File: src/rtl/lo_gray_decoder.sv
// ---------------------------------------------------------------------------
// lo_gray_decoder
//   Resynchronises the 8-bit gray count coming from the LO ripple divider
//   (asynchronous to clk), converts it to binary phase, and checks that each
//   step is a legal +1 advance. It raises per-step strobes and a wrap pulse,
//   keeps a saturating error count, and tracks lock.
//
// Parameters
//   SYNC_STAGES : depth of the synchroniser on gray_in (2 or 3)
//   LOCK_CNT    : number of consecutive legal +1 steps needed to declare lock (1..255)
//   ERR_W       : width of the saturating step-error counter (>= 2)
//
// Ports
//   clk        in   system clock; all state changes on the rising edge
//   rstb       in   synchronous reset, active low
//   en         in   decode/check enable
//   gray_in    in   [7:0] gray count from the divider chain (async to clk)
//   bin_out    out  [7:0] registered binary phase
//   bin_valid  out  1-cycle strobe: bin_out took a new legal value
//   wrap_pulse out  1-cycle strobe: legal step 255 -> 0
//   step_err   out  1-cycle strobe: illegal step detected
//   err_count  out  [ERR_W-1:0] saturating count of step_err events
//   locked     out  lock FSM is in LOCKED
// ---------------------------------------------------------------------------
module lo_gray_decoder #(
  parameter int SYNC_STAGES = 2,
  parameter int LOCK_CNT    = 16,
  parameter int ERR_W       = 8
) (
  input  logic             clk,
  input  logic             rstb,
  input  logic             en,
  input  logic [7:0]       gray_in,
  output logic [7:0]       bin_out,
  output logic             bin_valid,
  output logic             wrap_pulse,
  output logic             step_err,
  output logic [ERR_W-1:0] err_count,
  output logic             locked
);

  typedef enum logic {
    ST_UNLOCKED = 1'b0,
    ST_LOCKED   = 1'b1
  } state_t;

  function automatic logic [7:0] gray2bin(input logic [7:0] g);
    logic [7:0] b;
    b[7] = g[7];
    for (int i = 6; i >= 0; i--) b[i] = b[i+1] ^ g[i];
    return b;
  endfunction

  function automatic logic [ERR_W-1:0] sat_inc(input logic [ERR_W-1:0] v);
    return (&v) ? v : v + {{(ERR_W-1){1'b0}}, 1'b1};
  endfunction

  logic [7:0]       r_sync_p0 [SYNC_STAGES];
  logic [7:0]       r_prev_p1;
  logic [7:0]       r_bin_p1;
  logic             r_primed;
  logic             r_bin_valid_p1;
  logic             r_wrap_p1;
  logic             r_step_err_p1;
  logic [ERR_W-1:0] r_err_count;
  logic [7:0]       r_run;
  state_t           r_state;

  logic [7:0] w_cur;
  logic       w_fwd;
  logic       w_hold;
  logic       w_fwd_ev;
  logic       w_ill_ev;
  logic [8:0] w_run_inc;
  logic [7:0] w_run_nxt;
  state_t     w_state_nxt;

  // ---- stage p0: synchroniser, runs regardless of en ----
  always_ff @(posedge clk) begin
    if (!rstb) begin
      for (int i = 0; i < SYNC_STAGES; i++) r_sync_p0[i] <= '0;
    end else begin
      r_sync_p0[0] <= gray_in;
      for (int i = 1; i < SYNC_STAGES; i++) r_sync_p0[i] <= r_sync_p0[i-1];
    end
  end

  // ---- stage p1: convert, classify against previous phase, register outputs ----
  assign w_cur    = gray2bin(r_sync_p0[SYNC_STAGES-1]);
  assign w_fwd    = (w_cur == r_prev_p1 + 8'd1);
  assign w_hold   = (w_cur == r_prev_p1);
  // Only a primed, enabled cycle is classified; the priming cycle only loads prev.
  assign w_fwd_ev = en & r_primed & w_fwd;
  assign w_ill_ev = en & r_primed & ~w_fwd & ~w_hold;

  always_ff @(posedge clk) begin
    if (!rstb) begin
      r_prev_p1      <= '0;
      r_bin_p1       <= '0;
      r_primed       <= 1'b0;
      r_bin_valid_p1 <= 1'b0;
      r_wrap_p1      <= 1'b0;
      r_step_err_p1  <= 1'b0;
      r_err_count    <= '0;
    end else begin
      r_bin_valid_p1 <= 1'b0;
      r_wrap_p1      <= 1'b0;
      r_step_err_p1  <= 1'b0;
      if (!en) begin
        r_primed <= 1'b0;
      end else if (!r_primed) begin
        r_prev_p1 <= w_cur;
        r_bin_p1  <= w_cur;
        r_primed  <= 1'b1;
      end else if (w_fwd) begin
        r_prev_p1      <= w_cur;
        r_bin_p1       <= w_cur;
        r_bin_valid_p1 <= 1'b1;
        r_wrap_p1      <= (r_prev_p1 == 8'hFF);
      end else if (!w_hold) begin
        r_prev_p1     <= w_cur;
        r_bin_p1      <= w_cur;
        r_step_err_p1 <= 1'b1;
        r_err_count   <= sat_inc(r_err_count);
      end
    end
  end

  // Lock FSM: state register
  always_ff @(posedge clk) begin
    if (!rstb) begin
      r_state <= ST_UNLOCKED;
      r_run   <= '0;
    end else begin
      r_state <= w_state_nxt;
      r_run   <= w_run_nxt;
    end
  end

  // Lock FSM: next state. run only counts while unlocked; LOCKED ignores it.
  assign w_run_inc = {1'b0, r_run} + 9'd1;

  always_comb begin
    w_state_nxt = r_state;
    w_run_nxt   = r_run;
    case (r_state)
      ST_UNLOCKED: begin
        if (w_fwd_ev) begin
          w_run_nxt = w_run_inc[7:0];
          if (w_run_inc == 9'(LOCK_CNT)) w_state_nxt = ST_LOCKED;
        end else if (w_ill_ev) begin
          w_run_nxt = '0;
        end
      end
      ST_LOCKED: begin
        if (w_ill_ev) begin
          w_state_nxt = ST_UNLOCKED;
          w_run_nxt   = '0;
        end
      end
      default: begin
        w_state_nxt = ST_UNLOCKED;
        w_run_nxt   = '0;
      end
    endcase
  end

  assign bin_out    = r_bin_p1;
  assign bin_valid  = r_bin_valid_p1;
  assign wrap_pulse = r_wrap_p1;
  assign step_err   = r_step_err_p1;
  assign err_count  = r_err_count;
  assign locked     = (r_state == ST_LOCKED);

endmodule

File: config.mk
export PLATFORM = sky130hd
export DESIGN_NAME = lo_gray_decoder
export DESIGN_NICKNAME = d
export VERILOG_FILES = /design/src/rtl/lo_gray_decoder.sv
export SDC_FILE = /design/constraint.sdc
export NUM_CORES = 1
export LEC_CHECK = 0
export ABC_CLOCK_PERIOD_IN_PS = 7450
export CORE_MARGIN = 4
export CORE_UTILIZATION = 55
export DETAILED_ROUTE_END_ITERATION = 7
export PLACE_DENSITY = 0.8
export SETUP_SLACK_MARGIN = 0.05
export SYNTH_ARGS = -nofsm -noshare
export SYNTH_HDL_FRONTEND = slang
export SYNTH_SLANG_ARGS = --single-unit
File: constraint.sdc
create_clock -name clk -period 7.45 [get_ports clk]
set_input_delay 1.49 -clock clk [delete_from_list [all_inputs] [get_ports clk]]
set_output_delay 1.49 -clock clk [all_outputs]
set_load 0.005 [all_outputs]
[Yosys cells after proc, flatten, opt, wreduce, memory -nomap -nowiden]
Memory sizes are Yosys's and may differ from the RTL's.
Index checks and enable logic that the tools add are counted.
Word-level totals
  memories: 1
  logic and storage cells: 60
  input bits: 11
  register bits after elaboration: 29
  memory bits (writable): 16
Cells by class
  equal/unequal tests: 5
  mux-type cells: 17
  reductions and logical operators: 6
  bitwise gates (word level): 20
  add/subtract/negate cells: 3
Memory list
  r_sync_p0: words 2, bits a word 8, read ports 2, clocked after memory_dff 0, wr ports 2, RTL line 58  | logic [7:0] r_sync_p0 [SYNC_STAGES];
Operators by type and width (number)
  $mux W8: 7
  $add A8 B1 Y8 const B: 2
  $eq A8 B8 Y1: 2
  $pmux W8 S2: 1
  $add A8 B1 Y9 const B: 1
  $eq A9 B5 Y1 const B: 1
  $eq A8 B8 Y1 const B: 1
  $mux W1: 8
  $reduce_and A8 Y1: 1
  $not A1 Y1: 7
  $xor A1 B1 Y1: 7
  $reduce_and A5 Y1: 1
  $and A1 B1 Y1: 4
  $reduce_and A4 Y1: 1
  $reduce_or A4 Y1: 1
  $ne A3 B3 Y1 const B: 1
  $reduce_and A3 Y1: 1
  $or A1 B1 Y1: 2
  $pmux W1 S2: 1
  $reduce_and A2 Y1: 1

[Longest topological paths before layout]
Gate-level depths: netlist of run 1.
  word-level depth: 14
  mapped depth: 10
  mapped depth without buffers: 9

[Worst setup path before layout of run 1]
No wires, ideal clock.
  path type: reg-to-reg
  from: mem r_sync_p0[1][7] (netlist: r_sync_p0[0][15])
  to: reg r_err_count[3] (netlist: err_count[3])
  clock period less this slack: 2.418 ns
  library setup time: 0.071 ns
  stages on the path, launching flop included: 10
  arrival time: 2.347 ns
  data required time: 7.379 ns
  path buffers: 1
  slack: 5.032 ns
  cell sequence: dfxtp_1 > buf_6 > xor3_2 > xnor2_1 > xnor2_1 > a21oi_1 > o21ai_2 > nand3_2 > or4_1 > a21oi_1
RTL lines
  start: declaration: RTL line 58
  end signal: assignment: RTL line 124  | r_err_count <= sat_inc(r_err_count);
  end: declaration: RTL line 65  | logic [ERR_W-1:0] r_err_count;

==> metrics.md, run 1 <==
| Metric | Value |
|---|---|
| CP required | `approximately 7600 ps` |
| Initial Utilization | `0.565` |
| Initial antenna violation count | `0` |
| Crit path DAT | `about 3700 ps` |
| Mapped Cells | `~260` |
| Post-CTS Setup Bufs | `0` |
| Port Buffer Count | `30` |
| Number of buffers created by CTS | `5` |
| Max_cap viols | `0` |
| Reg2Reg Depth | `8` |
| Pre-CTS setup slack | `approximately 3600 ps` |
| Sequential fraction of the synthesis area | `0.399` |
| First-iteration detailed-routing DRC count | `approximately 180` |
| CTS tree | `built` |
| Die height | `roughly 72 um` |
| Drt pass-1 iters | `4` |
| Final worst-path cycle share | `0.473` |
| Least-Margin Pin Slew | `~1000 ps` |
| Total wire length | `~4500 um` |
| Hold path depth | `1` |
| RSZ-0062 raised after global routing | `no` |
| CTS Hold Buffers Added | `0` |
| Crit. End Element | `flip-flop` |
| CTS sink cnt | `45` |
| Gr usage total | `0.188` |
| Reg area | `roughly 900 um^2` |
| Global-route wire length before repair | `about 7800 um` |
| Fmax | `approximately 280 MHz` |
| CTS resizes | `0` |
| Core Util, Final | `0.675` |
| Netlist cell types | `between 40 and 50` |
| Post-DP HPWL | `~3300 um` |
| Total power per unit cell area | `~210 nW/um^2` |
| Nets | `300` |
| Setup TNS | `0 ps` |
| Clk_lat worst skew | `roughly 290 ps` |
| Share of layout cells above drive strength 1 | `0.0664` |
| Post-Syn Area | `2260 um^2` |
| Synth top area share | `0.399` |
| Outcome | `complete, no violations` |
| Setup violations, final | `0` |
| Pin count of the biggest net entering global routing | `37` |
| Routability cong. | `0.822` |
| R2R Setup Slk | `around 4300 ps` |
| Slowest-stage cell, CP | `clkdlybuf4s50_1` |
| Most common library cells after synthesis | `dfxtp_1, nand3_1, and2_1, nor2_1, o21ai_0` |
| CP top delay family | `buffers and inverters` |
| Crit-path max FO | `36` |
| I/O Pins | `31` |
| Post-synth EDFFs | `0` |
| Via density | `5.72` |
| Max-slew violation count | `0` |
| Fill cells | `330` |
| Synth async-reset ratio | `0` |
| Prevailing post-synth register cell | `dfxtp_1` |
| Cell taking the most area after synthesis | `dfxtp_1` |
| Crit start category | `input port` |
| Ant diodes | `0` |
| Worst rel slew slack | `0.322` |
| #FFs+latches synth | `45` |
| Clk slew on worst S/H paths | `around 80 ps` |
| Crit path kind | `input port to flip-flop` |
| Vias in the first global route | `~1700` |
| Die area | `5200 um^2` |
| DRC | `0` |
| Syn nets | `276` |
| CP Depth | `5` |
| Wire per inst | `approximately 13 um` |
| Critical-path cell list | `clkdlybuf4s50_1 > inv_1 > a21oi_1 > nor2_1 > o21ai_0` |
| Via count | `1921` |
| Bufs and invs on worst path | `2` |
| Most common cell in the netlist | `dfxtp_1` |
| Post-route ant nets | `0` |
| Multi-input gate area | `about 1200 um^2` |
| Worst Skew | `6.92 ps` |
| Worst min path class | `flip-flop to flip-flop` |
| Root buf cell | `clkbuf_8` |
| Clk buf depth | `2` |
| Synth Warn # | `0` |
| Avg Inst Size Synth | `8.66 um^2` |
| PnR worst setup slack | `about 3900 ps` |
| P_leak | `just under 1 nW` |
| Largest cells by area after synthesis | `dfxtp_1, nand3_1, and2_1` |
| Core ar. | `approximately 4000 um^2` |
| Std-Cell Rows | `23` |
| Layout area overhead | `19.5%` |
| Worst vdd ir | `0.165 mV` |
| Clock period minus worst slack | `around 3500 ps` |
| CP peak stage delay | `approximately 940 ps` |
| Die Width | `~70 um` |
| Final hold vios | `0` |
| Total grt overflow | `0` |
| Max H-tree Level | `2` |
registers in the layout, indices dropped and copies added, names as in the netlist:
register	cells
bin_out	8
bin_valid	1
err_count	8
locked	1
r_primed	1
r_run	8
r_sync_p0	16
step_err	1
wrap_pulse	1
stage by stage:
stage	hold slack (ps)	power, W	area [um^2]	std cells
6_report	434	0.000561	2700	336
5_1_grt	451	0.000586	2700	336
4_1_cts	439	0.000565	2700	336
3_5_place_dp	420	0.000348	2560	328
3_3_place_gp	416	0.000345	2560	328
2_1_floorplan	412	0.000322	2260	261
cells by family after synthesis:
| family | after synthesis | share of synthesized area |
|---|---|---|
| AOI/OAI and AO/OA | 52 | 0.147 |
| xor gates and xnor gates | 21 | 0.104 |
| adders and majority gates | 4 | 0.0221 |
| buffers and inverters | 27 | 0.0493 |
| DFF | 45 | 0.399 |
| muxes | 3 | 0.0133 |
| and+or+nand+nor | 109 | 0.266 |
per-layer routing:
layer,track usage,vias to the layer above,routed length [um]
li1,-,968,-
met5,0,-,0
met1,0.244,892,2000
met2,0.298,55,2180
met3,0.0471,6,245
met4,0.0731,0,68
layout make-up:
cell class,instances,area share
clock inverters,3,0.0255
repair buffers,30,0.111
inverters,14,0.0195
well taps,50,0.0232
multi-input cells,189,0.462
clock buffers,5,0.0255
flip-flops and latches,45,0.333
cell usage in the layout (no fill, tap or decap), drive strengths merged, types with 11 or more instances in the layout:
cell / n
nor2: 18
clkdlybuf4s50: 30
nand3: 25
dfxtp: 45
o21ai: 20
xnor2: 11
and2: 18
inv: 15
nand2: 15
final timing paths:
| path | endpoint | start |
|---|---|---|
| hold reg to reg | r_sync_p0[0][12] | r_sync_p0[0][4] |
| hold / removal | r_sync_p0[0][12] | r_sync_p0[0][4] |
| setup / recovery | r_run[2] | rstb |
| setup reg to reg | err_count[3] | r_sync_p0[0][15] |
power by group:
part,total [W],switching (W),internal (W),leakage (nW)
logic,0.0000779,0.0000386,0.0000393,0.546
registers,0.000265,0.0000145,0.000250,0.368
clock network,0.000218,0.0000830,0.000135,0.0687
Note: power is estimated with default switching activity, not from simulation.
==> run 2: changes to the inputs <==
- ABC_CLOCK_PERIOD_IN_PS: 7450 -> 2900
- CORE_UTILIZATION: 55 -> 49
- PLACE_DENSITY: 0.8 -> 0.75
- clock period: 7.45 -> 2.9 ns (I/O delays scaled with it)
==> metrics.md, run 2 (synthesized netlist as in run 1, its figures left out) <==
| Metric | Value |
|---|---|
| Outcome | `complete, no violations` |
| Via density | `5.45 (-4.7%)` |
| Worst Hold End | `r_sync_p0[0][10]` |
| Final hold vios | `0 (unchanged)` |
| Final worst-path cycle share | `0.920` |
| Crit path kind | `flip-flop to flip-flop` |
| Crit path DAT | `2910 ps (-780 ps)` |
| Ant diodes | `0 (unchanged)` |
| Clk slew on worst S/H paths | `80 ps (about the same)` |
| Fmax | `between 300 and 400 MHz` |
| Sw Pwr | `0.000351 W (+160%)` |
| WL met1 | `2050 um (+2.4%)` |
| P_int | `0.00110 W (+160%)` |
| Crit-path max FO | `12 (-67%)` |
| Setup TNS | `0 ps (unchanged)` |
| RR Endpoint | `err_count[5]` |
| Share of layout cells above drive strength 1 | `0.0986 (+0.0322)` |
| Pin count of the biggest net entering global routing | `18 (-51%)` |
| CTS Hold Buffers Added | `0 (unchanged)` |
| Met3 Wirelength | `296 um (+21%)` |
| Routability cong. | `0.852 (+3.7%)` |
| Sequential Power Share | `0.465 (-0.007)` |
| Most frequent cells in the layout | `dfxtp_1, clkdlybuf4s50_1, nand3_1` |
| Max-slew violation count | `0 (unchanged)` |
| Worst vdd ir | `0.320 mV (+94%)` |
| Nets | `308 (+2.7%)` |
| Total power per unit cell area | `522 nW/um^2 (+150%)` |
| Root buf cell | `clkbuf_8` |
| Slowest-stage cell, CP | `xnor3_2` |
| Worst min path class | `flip-flop to flip-flop` |
| Worst rel slew slack | `0.636 (+0.313)` |
| Met2 Wirelength | `2000 um (-8.0%)` |
| Clk buf depth | `2 (unchanged)` |
| Core ar. | `4410 um^2 (+10%)` |
| Crit start category | `flip-flop` |
| Max H-tree Level | `2 (unchanged)` |
| DRC | `0 (unchanged)` |
| Max_cap viols | `0 (unchanged)` |
| Worst Skew | `5.30 ps (-1.62 ps)` |
| Core Util, Final | `0.629 (-0.0466)` |
| CP peak stage delay | `510 ps (-430 ps)` |
| R2R Setup Slk | `230 ps (-4070 ps)` |
| Total grt overflow | `0 (unchanged)` |
| Setup violations, final | `0 (unchanged)` |
| Initial antenna violation count | `0 (unchanged)` |
| Critical-path cell list | `xnor3_2 > xnor2_4 > xnor2_1 > a211oi_1 > o211ai_2 > nand3_2 > or4_1 > a21oi_1` |
| Clock period minus worst slack | `roughly 2700 ps` |
| CTS tree | `built` |
| Least-Margin Pin Slew | `545 ps (-469 ps)` |
| CP required | `3140 ps (-4480 ps)` |
| Top Layer Used | `met4` |
| Clk_lat worst skew | `300 ps (about the same)` |
| Hold path depth | `1 (unchanged)` |
| Std-Cell Rows | `24 (+4.3%)` |
| Wire per inst | `12.8 um (-3.9%)` |
| Initial Utilization | `0.512 (-0.0530)` |
| Most flops, register | `r_sync_p0` |
| I/O Pins | `31 (unchanged)` |
| Via count | `1885 (-1.9%)` |
| Sw frac | `0.242 (-0.000816)` |
| Port Buffer Count | `30 (unchanged)` |
| P_leak | `1.03 nW (+4.9%)` |
| Die area | `5760 um^2 (+11%)` |
| Fill cells | `386 (+17%)` |
| Number of buffers created by CTS | `5 (unchanged)` |
| Reg2Reg Depth | `8 (unchanged)` |
| Die height | `75.9 um (+5.3%)` |
| Vias in the first global route | `1767 (+1.1%)` |
| Post-route ant nets | `0 (unchanged)` |
| First-iteration detailed-routing DRC count | `153 (-15%)` |
| RSZ-0062 raised after global routing | `no` |
| Crit. End Element | `flip-flop` |
| Min Hold Slack | `436 ps (+2.18 ps)` |
| Global-route wire length before repair | `7900 um (+1.4%)` |
| Hold path start | `r_sync_p0[0][2]` |
| Leading cell type in the layout, fill and taps excluded | `dfxtp_1` |
| Max reg flops | `16 (unchanged)` |
| Worst reg2reg startpoint | `r_sync_p0[0][15]` |
| Post-DP HPWL | `3190 um (-2.7%)` |
| Die Width | `75.9 um (+5.3%)` |
| Clock network power share | `0.381 (-0.008)` |
| Gr usage total | `0.163 (-0.0243)` |
| Comb power frac | `0.153 (+0.014)` |
| Layout area overhead | `22.8%` |
| Total wire length | `4440 um (-1.1%)` |
| Post-CTS Setup Bufs | `0 (unchanged)` |
| CTS sink cnt | `45 (unchanged)` |
| Drt pass-1 iters | `4 (unchanged)` |
-- run 2: cell count changes in the layout (fill, tap and decap cells not counted) --
cell	change
buf_4	+8
xnor2_2	+2
clkinv_2	+1
xnor2_1	-2
inv_6	-1
-- run 2: metal layers --
layer,track usage,vias to the layer above
li1,-,982
met1,0.201,842
met2,0.268,52
met3,0.0391,9
met4,0.0730,0
met5,0,-
-- run 2: power by group through the flow --
stage / clock, W / sequential, W / combinational [W]
global placement: 0 / 0.000687 / 0.000211
detailed placement: 0 / 0.000688 / 0.000214
floorplan: 0 / 0.000677 / 0.000151
global route: 0.000590 / 0.000680 / 0.000245
finish: 0.000553 / 0.000674 / 0.000222
CTS: 0.000568 / 0.000674 / 0.000217
-- run 2: critical path, delay by kind of cell (launching register included) --
kind            cells  cell delay, ps
xor+xnor            3             990
simple gates        2             740
compound gates      3             490
flops               1             390
-- run 2: worst max path at each step --
stage,startpoint,endpoint,slack [ps],cells past startpoint
2_1_floorplan,r_sync_p0[0][15],err_count[3],480,9
3_5_place_dp,r_sync_p0[0][15],err_count[3],210,8
5_1_grt,r_sync_p0[0][15],r_run[5],60,8
6_report,r_sync_p0[0][15],err_count[5],230,8
4_1_cts,r_sync_p0[0][15],err_count[3],170,8
3_3_place_gp,r_sync_p0[0][15],err_count[4],310,8
-- run 2: metrics by stage --
stage                     std cells  total power [W]  instance area [um^2]  setup slack, ps
after floorplan                 261         0.000828                  2260              482
after global placement          338         0.000898                  2630              312
after detailed placement        338         0.000902                  2630              207
after CTS                       346          0.00146                  2760              165
after global routing            346          0.00151                  2780             61.4
final                           346          0.00145                  2780              232
-- run 2: layout make-up --
type                       instances  area (um^2)  share of cell area
multi-input combinational        189         1260               0.455
inverter                          14         52.6              0.0189
sequential                        45          901               0.325
clock buffer                       5         68.8              0.0248
clock inverter                     3         65.1              0.0234
timing repair buffer              38          360               0.130
tap                               52         65.1              0.0234
-- run 2: repair_timing --
| action | 4_1_cts | 5_1_grt |
|---|---|---|
| hold endpoints to repair | 0 | 0 |
| setup endpoints to repair | 0 | 5 |
| resized for setup | 0 | 2 |
==> run 3: changes to the inputs <==
- CORE_UTILIZATION: 49 -> 51
- CTS_BUF_LIST: unset -> sky130_fd_sc_hd__clkbuf_8
- PLACE_DENSITY: 0.75 -> 0.78
==> metrics.md, run 3 (synthesized netlist as in run 1, its figures left out) <==
| Metric | Value |
|---|---|
| P_leak | `1.01 nW (-2.3%)` |
| Setup violations, final | `0 (unchanged)` |
| Setup TNS | `0 ps (unchanged)` |
| Most flops, register | `r_sync_p0` |
| Core ar. | `4140 um^2 (-6.1%)` |
| CP required | `3140 ps (about the same)` |
| Nets | `307 (-0.32%)` |
| Final worst-path cycle share | `0.920 (about the same)` |
| RSZ-0062 raised after global routing | `no` |
| Critical-path cell list | `xnor3_2 > xnor2_4 > xnor2_1 > a211oi_1 > o211ai_2 > nand3_2 > or4_1 > a21oi_1` |
| Max H-tree Level | `2 (unchanged)` |
| Vias in the first global route | `1716 (-2.9%)` |
| Share of layout cells above drive strength 1 | `0.0922 (-0.00649)` |
| Crit. End Element | `flip-flop` |
| CP peak stage delay | `520 ps (about the same)` |
| Crit path DAT | `2910 ps (about the same)` |
| Clock period minus worst slack | `2670 ps (-0.270 ps)` |
| Worst vdd ir | `0.343 mV (+7.3%)` |
| Ant diodes | `0 (unchanged)` |
| Most frequent cells in the layout | `dfxtp_1, clkdlybuf4s50_1, nand3_1` |
| Worst rel slew slack | `0.602 (-0.0338)` |
| Clk buf depth | `2 (unchanged)` |
| Fmax | `375 MHz (about the same)` |
| First-iteration detailed-routing DRC count | `125 (-18%)` |
| Leading cell type in the layout, fill and taps excluded | `dfxtp_1` |
| I/O Pins | `31 (unchanged)` |
| Via count | `1876 (-0.48%)` |
| Worst min path class | `flip-flop to flip-flop` |
| Post-route ant nets | `0 (unchanged)` |
| Crit start category | `flip-flop` |
| Crit-path max FO | `12 (unchanged)` |
| Clk_lat worst skew | `300 ps (about the same)` |
| P_int | `0.000919 W (-16%)` |
| CTS resizes | `0 (unchanged)` |
| Wire per inst | `12.9 um (+0.40%)` |
| Final hold vios | `0 (unchanged)` |
| Total power per unit cell area | `465 nW/um^2 (-11%)` |
| CTS sink cnt | `45 (unchanged)` |
| CTS Hold Buffers Added | `0 (unchanged)` |
| Total grt overflow | `0 (unchanged)` |
| CP top delay family | `XOR/XNOR gates` |
| Initial Utilization | `0.545 (+0.0334)` |
| Gr usage total | `0.174 (+0.0111)` |
| Global-route wire length before repair | `7560 um (-4.3%)` |
| Least-Margin Pin Slew | `595 ps (+50.6 ps)` |
| Number of buffers created by CTS | `5 (unchanged)` |
| Sw frac | `0.272 (+0.0296)` |
| Total wire length | `4420 um (-0.47%)` |
| Std-Cell Rows | `23 (-4.2%)` |
| Min Hold Slack | `434 ps (-1.82 ps)` |
| Die Width | `74.6 um (-1.8%)` |
| Sequential Power Share | `0.535 (+0.070)` |
| Clock network power share | `0.291 (-0.090)` |
| Sw Pwr | `0.000343 W (-2.3%)` |
| Post-DP HPWL | `3190 um (about the same)` |
| Die height | `74.6 um (-1.8%)` |
| Max-slew violation count | `0 (unchanged)` |
| Max_cap viols | `0 (unchanged)` |
| Clk slew on worst S/H paths | `80 ps (about the same)` |
| Outcome | `complete, no violations` |
| Routability cong. | `0.862 (+1.2%)` |
| Port Buffer Count | `30 (unchanged)` |
| Initial antenna violation count | `0 (unchanged)` |
| Die area | `5560 um^2 (-3.5%)` |
| Comb power frac | `0.173 (+0.020)` |
| Slowest-stage cell, CP | `xnor3_2` |
| Bufs and invs on worst path | `0 (unchanged)` |
| CTS tree | `built` |
| Max reg flops | `16 (unchanged)` |
| Crit path kind | `flip-flop to flip-flop` |
| Via density | `5.47 (+0.39%)` |
| Root buf cell | `clkbuf_8` |
| Drt pass-1 iters | `4 (unchanged)` |
| Pin count of the biggest net entering global routing | `23 (+5)` |
| DRC | `0 (unchanged)` |
| Worst Skew | `12.6 ps (+7.32 ps)` |
| Post-CTS Setup Bufs | `0 (unchanged)` |
| Layout area overhead | `20.1%` |
-- run 3: path summary, 6_finish.rpt --
path	startpoint	end	slack, ps	depth (start not counted)
min	r_sync_p0[0][1]	r_sync_p0[0][9]	430	1
max	r_sync_p0[0][15]	err_count[3]	230	8
max reg2reg	r_sync_p0[0][15]	err_count[3]	230	8
min reg2reg	r_sync_p0[0][1]	r_sync_p0[0][9]	430	1
-- run 3: worst reg2reg max path, delay by kind of cell, from the launching register on --
kind             cells  cell delay, ps
XOR/XNOR             3             980
AO/OA/AOI/OAI        3             490
AND/OR/NAND/NOR      2             750
flip-flops           1             400
-- run 3: cell type report --
type	count	area, um^2
inverters	14	52.6
repair buffers	37	353
clock buffers	5	68.8
well taps	50	62.6
flip-flops and latches	45	901
clock inverters	3	13.8
fillers	342	1430
multi-input cells	189	1260
-- run 3: per-stage QoR --
step / cells / total power [W] / instance area, um^2 / utilization / setup WS (ps)
floorplan: 261 / 0.000828 / 2260 / - / 482
CTS: 343 / 0.00127 / 2700 / 0.651 / 159
finish: 343 / 0.00126 / 2710 / 0.655 / 232
global placement: 335 / 0.000897 / 2620 / 0.631 / 308
detailed placement: 335 / 0.000901 / 2620 / 0.631 / 190
global route: 343 / 0.00132 / 2710 / 0.655 / 63.6
-- run 3: power groups by stage --
stage / clock network (W) / registers, W / logic, W
after floorplan: 0 / 0.000677 / 0.000151
after global placement: 0 / 0.000688 / 0.000208
after detailed placement: 0 / 0.000689 / 0.000212
after CTS: 0.000377 / 0.000674 / 0.000213
after global routing: 0.000399 / 0.000680 / 0.000239
final: 0.000367 / 0.000675 / 0.000219
-- run 3: layer usage --
metal  track usage  share of wire  vias to the layer above
met4        0.0711          0.013                        0
met3        0.0365          0.053                        6
met5             0              0                        -
li1              -              -                      984
met1         0.233           0.50                      843
met2         0.274           0.43                       43
